==> src/rtl/mp_alu_seq_pkg.sv <==
// Shared types for the multi-precision sequencer: the byte ALU opcode set,
// the wide-operation command encoding and the sequencer state encoding.
package definitions;

   typedef enum logic [2:0] {
      OP_ADD = 3'd0,
      OP_SUB = 3'd1,
      OP_INC = 3'd2,
      OP_DEC = 3'd3,
      OP_ADC = 3'd4
   } op_code;

   typedef enum logic [1:0] {
      CMD_ADD = 2'b00,
      CMD_SUB = 2'b01,
      CMD_INC = 2'b10,
      CMD_DEC = 2'b11
   } mp_cmd_t;

   typedef enum logic [2:0] {
      S_IDLE = 3'd0,
      S_LO   = 3'd1,
      S_HI_A = 3'd2,
      S_HI_C = 3'd3,
      S_DONE = 3'd4
   } mp_state_t;

   // Byte-0 ALU opcode for each wide command.
   function automatic op_code cmd_to_op(input mp_cmd_t cmd);
      case (cmd)
         CMD_ADD: cmd_to_op = OP_ADD;
         CMD_SUB: cmd_to_op = OP_SUB;
         CMD_INC: cmd_to_op = OP_INC;
         default: cmd_to_op = OP_DEC;
      endcase
   endfunction

endpackage

==> src/rtl/alu.sv <==
// Combinational 8-bit ALU. ov_o is carry for additions and borrow for
// subtractions; z_o flags a zero rt_i operand.
module alu
   import definitions::*;
(
   input  op_code     op_i,
   input  logic [7:0] rs_i,
   input  logic [7:0] rt_i,
   input  logic       ov_i,
   output logic [7:0] result_o,
   output logic       ov_o,
   output logic       z_o
);

   logic [8:0] s;

   always_comb begin
      s = '0;
      case (op_i)
         OP_ADD:  s = {1'b0, rt_i} + {1'b0, rs_i};
         OP_SUB:  s = {1'b0, rt_i} - {1'b0, rs_i};
         OP_INC:  s = {1'b0, rt_i} + 9'd1;
         OP_DEC:  s = {1'b0, rt_i} - 9'd1;
         OP_ADC:  s = {1'b0, rt_i} + {1'b0, rs_i} + {8'd0, ov_i};
         default: s = '0;
      endcase
   end

   assign result_o = s[7:0];
   assign ov_o     = s[8];
   assign z_o      = (rt_i == 8'd0);

endmodule

==> src/rtl/mp_alu_seq.sv <==
// NBYTES-wide ADD/SUB/INC/DEC sequenced LSB-first through one 8-bit ALU,
// with the carry/borrow chained between bytes in cy_q.
module mp_alu_seq
   import definitions::*;
#(
   parameter int NBYTES = 2
) (
   input  logic                  clk_i,
   input  logic                  rst_i,
   input  logic                  start_i,
   input  mp_cmd_t               cmd_i,
   input  logic [8*NBYTES-1:0]   a_i,
   input  logic [8*NBYTES-1:0]   b_i,
   output logic                  busy_o,
   output logic                  done_o,
   output logic [8*NBYTES-1:0]   result_o,
   output logic                  carry_o,
   output logic                  zero_o,
   output mp_state_t             dbg_state_o
);

   localparam int W  = 8 * NBYTES;
   localparam int IW = $clog2(NBYTES);
   localparam logic [IW-1:0] LAST = IW'(NBYTES - 1);

   mp_state_t     state_q, state_d;
   mp_cmd_t       cmd_q, cmd_d;
   logic [W-1:0]  a_q, a_d, b_q, b_d, r_q, r_d;
   logic [W-1:0]  result_q, result_d;
   logic [IW-1:0] idx_q, idx_d;
   logic [7:0]    t_q, t_d;
   logic          cy_q, cy_d, c1_q, c1_d;
   logic          carry_q, carry_d, zero_q, zero_d;

   op_code        alu_op;
   logic [7:0]    alu_rs, alu_rt, alu_res;
   logic          alu_ov_in, alu_ov;
   logic [IW+2:0] bofs;
   logic          start_ok, is_ab, is_up;

   assign bofs     = {idx_q, 3'b000};
   assign start_ok = start_i && (state_q == S_IDLE || state_q == S_DONE);
   assign is_ab    = (cmd_q == CMD_ADD) || (cmd_q == CMD_SUB);
   assign is_up    = (cmd_q == CMD_ADD) || (cmd_q == CMD_INC);

   alu u_alu (
      .op_i     (alu_op),
      .rs_i     (alu_rs),
      .rt_i     (alu_rt),
      .ov_i     (alu_ov_in),
      .result_o (alu_res),
      .ov_o     (alu_ov),
      .z_o      ()
   );

   always_comb begin
      state_d   = state_q;
      cmd_d     = cmd_q;
      a_d       = a_q;
      b_d       = b_q;
      r_d       = r_q;
      idx_d     = idx_q;
      t_d       = t_q;
      cy_d      = cy_q;
      c1_d      = c1_q;
      result_d  = result_q;
      carry_d   = carry_q;
      zero_d    = zero_q;
      alu_op    = OP_ADC;
      alu_rs    = 8'd0;
      alu_rt    = 8'd0;
      alu_ov_in = 1'b0;

      case (state_q)
         S_LO: begin
            alu_op          = cmd_to_op(cmd_q);
            alu_rt          = a_q[bofs +: 8];
            alu_rs          = b_q[bofs +: 8];
            r_d[bofs +: 8]  = alu_res;
            cy_d            = alu_ov;
            idx_d           = idx_q + 1'b1;
            state_d         = is_ab ? S_HI_A : S_HI_C;
         end
         S_HI_A: begin
            alu_op  = (cmd_q == CMD_ADD) ? OP_ADD : OP_SUB;
            alu_rt  = a_q[bofs +: 8];
            alu_rs  = b_q[bofs +: 8];
            t_d     = alu_res;
            c1_d    = alu_ov;
            state_d = S_HI_C;
         end
         S_HI_C: begin
            // Fix-up always runs; with no pending borrow ADC+0 passes the byte through.
            alu_rt = is_ab ? t_q : a_q[bofs +: 8];
            if (is_up) begin
               alu_op    = OP_ADC;
               alu_ov_in = cy_q;
            end else begin
               alu_op    = cy_q ? OP_DEC : OP_ADC;
            end
            r_d[bofs +: 8] = alu_res;
            cy_d           = is_ab ? (c1_q | alu_ov) : alu_ov;
            if (idx_q == LAST) begin
               state_d  = S_DONE;
               result_d = r_d;
               carry_d  = cy_d;
               zero_d   = ~|r_d;
            end else begin
               idx_d   = idx_q + 1'b1;
               state_d = is_ab ? S_HI_A : S_HI_C;
            end
         end
         S_DONE:  state_d = S_IDLE;
         default: state_d = state_q;
      endcase

      if (start_ok) begin
         cmd_d   = cmd_i;
         a_d     = a_i;
         b_d     = b_i;
         idx_d   = '0;
         cy_d    = 1'b0;
         state_d = S_LO;
      end
   end

   always_ff @(posedge clk_i) begin
      if (rst_i) begin
         state_q  <= S_IDLE;
         cmd_q    <= CMD_ADD;
         a_q      <= '0;
         b_q      <= '0;
         r_q      <= '0;
         idx_q    <= '0;
         t_q      <= '0;
         cy_q     <= 1'b0;
         c1_q     <= 1'b0;
         result_q <= '0;
         carry_q  <= 1'b0;
         zero_q   <= 1'b0;
      end else begin
         state_q  <= state_d;
         cmd_q    <= cmd_d;
         a_q      <= a_d;
         b_q      <= b_d;
         r_q      <= r_d;
         idx_q    <= idx_d;
         t_q      <= t_d;
         cy_q     <= cy_d;
         c1_q     <= c1_d;
         result_q <= result_d;
         carry_q  <= carry_d;
         zero_q   <= zero_d;
      end
   end

   assign busy_o      = (state_q == S_LO) || (state_q == S_HI_A) || (state_q == S_HI_C);
   assign done_o      = (state_q == S_DONE);
   assign result_o    = result_q;
   assign carry_o     = carry_q;
   assign zero_o      = zero_q;
   assign dbg_state_o = state_q;

endmodule

==> config.mk <==
export PLATFORM = sky130hd
export DESIGN_NAME = mp_alu_seq
export DESIGN_NICKNAME = d
export VERILOG_FILES = /design/src/rtl/mp_alu_seq_pkg.sv /design/src/rtl/alu.sv /design/src/rtl/mp_alu_seq.sv
export SDC_FILE = /design/constraint.sdc
export NUM_CORES = 1
export LEC_CHECK = 0
export BUFFER_PORTS_ARGS = -buffer_cell sky130_fd_sc_hd__buf_2
export CORE_MARGIN = 8
export CORE_UTILIZATION = 30
export CTS_CLUSTER_DIAMETER = 30
export DETAILED_ROUTE_END_ITERATION = 10
export PLACE_DENSITY = 0.54
export SLEW_MARGIN = 20
export SYNTH_ARGS = -nofsm -noshare
export SYNTH_HDL_FRONTEND = slang
export SYNTH_SLANG_ARGS = --single-unit
==> constraint.sdc <==
create_clock -name clk_i -period 4.31 [get_ports clk_i]
set_input_delay 0.2155 -clock clk_i [delete_from_list [all_inputs] [get_ports clk_i]]
set_output_delay 0.2155 -clock clk_i [all_outputs]
set_load 0.05 [all_outputs]
==> results.cfg, run 1 <==
[synthesis]
synthFlopType = dfxtp_1
syn_nets = 628
synth_top_area_share_pct = 35.73
post-synth-top-area-cell = dfxtp_1
syn_avg_cell_area_um2 = 7.753
synth_cell_types = 63
yosys-top-cells-area = dfxtp_1, nand2_1, a21oi_1
synth_edf_count = 0
syn_inst = 571
async_flop_share_pct = 0
yosys_warnings = 0
yosysSeqAreaShare_pct = 35.73
yosys_register_bits = 79
syn_area_mm2 = 0.004427

[timing]
finalSetupViolations = 0
hold_ws_ns = 0.1158
worst_slew_pin_slew_ns = 0.8499
max_slew_margin_pct = 43.34
clock_skew_ns = 0.009295
rsz0062_at_grt = no
fin_crit_sh_pct = 89.52
finalHoldViolations = 0
fin_ws_ns = 0.4517
setup_tns_ns = 0
fmax_ghz = 0.2592
fin_crit_ns = 3.858
finalMaxSlewViolations = 0

[detailed_routing]
drtPass1Iterations = 4
wl_met1_mm = 5.830
drc = 0
vias = 4107
routed_wl_mm = 12.75
met2WireLength_mm = 6.290
highest_layer = met4
drt-initial-drc-count = 368
met3WireLength_um = 336
drt.antenna.violating_nets = 0
vias_per_cell = 5.070
post_drt_wl_per_cell_um = 15.74

[worst_setup_path]
criticalPathCategory = reg2reg
crit_required_ns = 4.56
reg2reg_to = zero_o
worstSetupEndpoint = zero_o
crit_slowest_cell = dfxtp_1
critPathMaxStageDelay_ns = 0.56
rr_startpoint = dbg_state_o[0]
cp_cell_sequence = nor2b_1 -> buf_4 -> o211ai_1 -> o21ai_0 -> ha_1 -> inv_1 -> fa_1 -> mux2_1 -> mux2_4 -> o31a_1 -> a2111oi_2 -> nand4b_1 -> o31ai_1
cp_max_fo = 12
r2r_cells = 13
crit_start = dbg_state_o[0]
crit_arrival_ns = 4.11
r2r_slack_ns = 0.45
startpoint_type = flop
end_kind = flop

[clock_tree]
cts_setup_buffers = 0
clk_latency_ns = 0.34
ctsResizeCount = 0
cts_tree = built
htree_levels = 3
clock-sinks = 79
clkTransAtPathRegs_ns = 0.06
cts_buffers = 9
cts_max_path_buffers = 2
cts-root-buf = clkbuf_16
cts_hold_buf = 0

[floorplanning]
rows = 44
core-area_mm2 = 0.01448
dieWidth_um = 137.5
fp.dieH_um = 137.5
ios = 60
die_area_mm2 = 0.01890
initial_core_util_pct = 30.57

[placed_design]
dp.cells = 794
hpwl_mm = 9.515
portBuffers = 59
pre_cts_slack_ns = 0.4687
globalplace.congestion = 0.8580
place_area_mm2 = 0.004913

[worst_hold_path]
worstHoldPathCells = 3
hold_path.class = in2reg

[layout]
drive_gt1_share_pct = 18.37
final_core_util_pct = 36.04
fin_area_mm2 = 0.005218
fill_cells = 1523
final-seq-area_mm2 = 0.001582
syn2layout_area_growth_pct = 17.86
stdcell_count = 810
antenna_cells = 0
multi_input_area_mm2 = 0.002693
layout.nets = 678

[pwr]
p_leak_nw = 2.026
power_mw = 2.080
vdd_ir_drop_max_mv = 0.1994
powerDensity_mw_per_mm2 = 398.6

[job]
cap_violations = 0

[global_route]
grt_pass1_vias = 4124
track_usage_pct = 14.09
grt_max_degree = 81
overflow = 0
antenna_found_initial = 0
grt_pass1_wl_mm = 20.77

[status]
status = finished, final reports clean
synthesized netlist by cell type (all sizes together) (5+ instances only):
master  number
nand2      146
a21oi       82
dfxtp       79
nor2        47
clkbuf      26
o21ai       19
ha          18
mux2i       18
a211oi      15
nand3       11
nor3         8
inv          7
mux2         7
o21a         7
xnor2        7
buf          6
o211ai       6
xor2         5
registers in the layout (all words and copies together) (netlist names), 2 cells and up:
register,count
a_q,16
dbg_state_o,3
b_q,16
cmd_q,2
result_o,16
r_q,13
t_q,8
worst max-delay path, delay by kind of cell, from the launching register on:
family / cells / cell delay [ns]
AOI/OAI and AO/OA: 5 / 1.26
adders and majority gates: 2 / 0.67
buffers and inverters: 2 / 0.28
DFF: 1 / 0.56
muxes: 2 / 0.61
and+or+nand+nor: 2 / 0.38
metal layers:
layer / vias up / global-route usage (%)
met2: 55 / 23.52
met5: - / 0
li1: 2107 / -
met4: 0 / 6.759
met3: 19 / 2.480
met1: 1926 / 17.16
power breakdown:
part           leakage (nW)  switching, mW  internal [mW]
Sequential            0.643         0.0354          0.773
Clock                 0.143          0.321          0.454
Combinational          1.24          0.317          0.179
kinds of logic (layout without fill, tap and decap cells):
| kind of cell | Yosys count | count (layout) | synth area share, % |
|---|---|---|---|
| xor gates and xnor gates | 13 | 13 | 3.222 |
| DFF | 79 | 79 | 35.73 |
| AOI/OAI and AO/OA | 158 | 158 | 22.53 |
| muxes | 25 | 25 | 5.935 |
| and+or+nand+nor | 237 | 237 | 23.06 |
| buffers and inverters | 39 | 94 | 3.533 |
| adders and majority gates | 20 | 20 | 5.992 |
cell type report:
type	count	area share (%)
clock buffer	9	4.317
clock inverter	7	1.463
inverter	7	0.5036
multi-input combinational	453	51.61
sequential	79	30.31
tap	184	4.412
timing repair buffer	71	7.386
worst min-delay path by stage:
stage	from	endpoint	slack (ns)
finish	b_i[15]	b_q[15]	0.12
global route	a_i[1]	a_q[1]	0.11
CTS	a_i[13]	a_q[13]	0.09
detailed placement	result_o[3]	result_o[3]	0.45
global placement	result_o[6]	result_o[6]	0.44
floorplan	a_i[0]	a_q[0]	0.35
placed cells by master, fill, tap and decap left out, types with 9 or more instances in the layout:
master and n:
buf_4 12, nand3_1 9, nor2_1 46, ha_1 18, buf_2 59, a21oi_1 82
a211oi_1 10, mux2i_1 18, nand2_1 145, o21ai_0 17, dfxtp_1 79, clkbuf_16 9
No activity file was read; power rests on OpenSTA's default activity.
==> run 2, diff against run 1 <==
--- a/config.mk
+++ b/config.mk
@@ -5,7 +5,7 @@
 export SDC_FILE = /design/constraint.sdc
 export NUM_CORES = 1
 export LEC_CHECK = 0
-export BUFFER_PORTS_ARGS = -buffer_cell sky130_fd_sc_hd__buf_2
+export BUFFER_PORTS_ARGS = -buffer_cell sky130_fd_sc_hd__buf_4
 export CORE_MARGIN = 8
 export CORE_UTILIZATION = 30
 export CTS_CLUSTER_DIAMETER = 30
==> run 2 against run 1 <==
Against the previous run: final cell count is 0.25% lower; critical path depth stayed put; register-to-register slack better by 0.02 ns; largest cell class unchanged; combinational power is 1% higher; via count is 0.34% higher; sequential power hardly changed; design area is 1.8% higher; wire length is 0.63% lower; worst hold slack better by 0.0084 ns; fmax is 0.59% higher; non-clock buffer count is 2 lower; setup slack better by 0.023 ns.
==> results.cfg, run 2 (synthesis results as in run 1) <==
[floorplanning]
initial_core_util_pct = 30.57
core-area_mm2 = 0.01448
rows = 44
fp.dieH_um = 137.5
dieWidth_um = 137.5
ios = 60
die_area_mm2 = 0.01890

[layout]
antenna_cells = 0
drive_gt1_share_pct = 17.79
mostFrequentLayoutCells = nand2_1, a21oi_1, dfxtp_1
fill_cells = 1520
final_common_cell = nand2_1
layout.nets = 676
syn2layout_area_growth_pct = 20.04

[detailed_routing]
routed_wl_mm = 12.67
drtPass1Iterations = 4
drt-initial-drc-count = 265
drt.antenna.violating_nets = 0
vias_per_cell = 5.100
vias = 4121
drc = 0
post_drt_wl_per_cell_um = 15.68

[global_route]
overflow = 0
antenna_found_initial = 0
grt_pass1_wl_mm = 20.61
gr-usage-met3_pct = 2.553
track_usage_pct = 13.97
grt_pass1_vias = 4108
globalRouteMet1Util_pct = 17.15
top_usage_layer = met2
grt_max_degree = 81
use_met2_pct = 23.79

[worst_setup_path]
end_kind = flop
critPathMaxStageDelay_ns = 0.51
startpoint_type = flop
crit_required_ns = 4.57
crit_slowest_cell = dfxtp_1
crit_top_cell = nand2_1
crit_buf_inv = 0
cp_cell_sequence = nor2b_1 -> nand2_1 -> nand2_1 -> o21ai_0 -> ha_1 -> fa_1 -> a211oi_2 -> o21ai_1 -> a2111oi_0 -> a31oi_1 -> a211oi_2 -> nand2_1 -> a21oi_1
criticalPathCategory = reg2reg
crit_arrival_ns = 4.10
cp_max_fo = 10
path_delay_family = compound AO/OA/AOI/OAI gates

[clock_tree]
clock-sinks = 79
cts_max_path_buffers = 2
cts-root-buf = clkbuf_16
cts_hold_buf = 0
cts_tree = built
clkTransAtPathRegs_ns = 0.06
clk_latency_ns = 0.34
ctsResizeCount = 0
cts_buffers = 9
htree_levels = 3
cts_setup_buffers = 0

[timing]
fin_crit_sh_pct = 88.99
finalMaxSlewViolations = 0
fin_crit_ns = 3.836
rsz0062_at_grt = no
finalHoldViolations = 0
clock_skew_ns = 0.006704
hold_ws_ns = 0.1242
worst_slew_pin_slew_ns = 0.8347
max_slew_margin_pct = 44.35
finalSetupViolations = 0
setup_tns_ns = 0
fmax_ghz = 0.2607

[pwr]
powerDensity_mw_per_mm2 = 376.9
p_leak_nw = 2.026
vdd_ir_drop_max_mv = 0.1674
power_mw = 2.003

[placed_design]
portBuffers = 59
hpwl_mm = 9.653
globalplace.congestion = 0.8620

[job]
cap_violations = 0

[worst_hold_path]
hold_path.class = in2reg

[status]
status = finished, final reports clean
## run 2: power breakdown
part           leakage [nW]  switching [mW]  total, mW  internal (mW)
clock                 0.124           0.302      0.688          0.387
sequential            0.643          0.0369      0.810          0.773
combinational          1.26           0.317      0.504          0.187
total                  2.03           0.656       2.00           1.35
## run 2: through the flow
step	setup slack (ns)	instance area, µm²	instances	util (%)
5_1_grt	0.04380	5314	808	36.70
6_report	0.4744	5314	808	36.70
2_1_floorplan	0.1411	4427	571	-
4_1_cts	0.4730	5311	808	36.68
3_5_place_dp	0.5008	5045	792	34.84
3_3_place_gp	0.5803	5045	792	34.84
## run 2: path summary, 6_finish.rpt
kind / startpoint / endpoint / slack (ns) / cells past startpoint
setup / recovery: dbg_state_o[1] / result_o[14] / 0.47 / 13
setup reg to reg: dbg_state_o[1] / result_o[14] / 0.47 / 13
hold reg to reg: a_q[1] / a_q[1] / 0.45 / 2
hold / removal: cmd_i[0] / cmd_q[0] / 0.12 / 3
## run 2: layout make-up
cell class              instances  area [µm²]  share of cell area [%]
multi-input cells             453        2691                   50.65
flip-flops and latches         79        1582                   29.76
repair buffers                 69       518.0                   9.748
well taps                     184       230.2                   4.332
clock buffers                  10       229.0                   4.309
clock inverters                 6       37.54                  0.7064
inverters                       7       26.28                  0.4945
## run 2: per-layer routing
metal	share of wire (%)	up-vias
met2	50	67
met1	45	1952
met5	0	-
met3	4.1	8
met4	1.3	0
li1	-	2094
## run 2: worst reg2reg max path, cell delays in order (launching register included)
cell,delay [ns]
dfxtp_1,0.51
nor2b_1,0.22
nand2_1,0.07
nand2_1,0.19
o21ai_0,0.15
ha_1,0.26
fa_1,0.47
a211oi_2,0.37
o21ai_1,0.21
a2111oi_0,0.45
a31oi_1,0.09
a211oi_2,0.49
nand2_1,0.11
a21oi_1,0.14
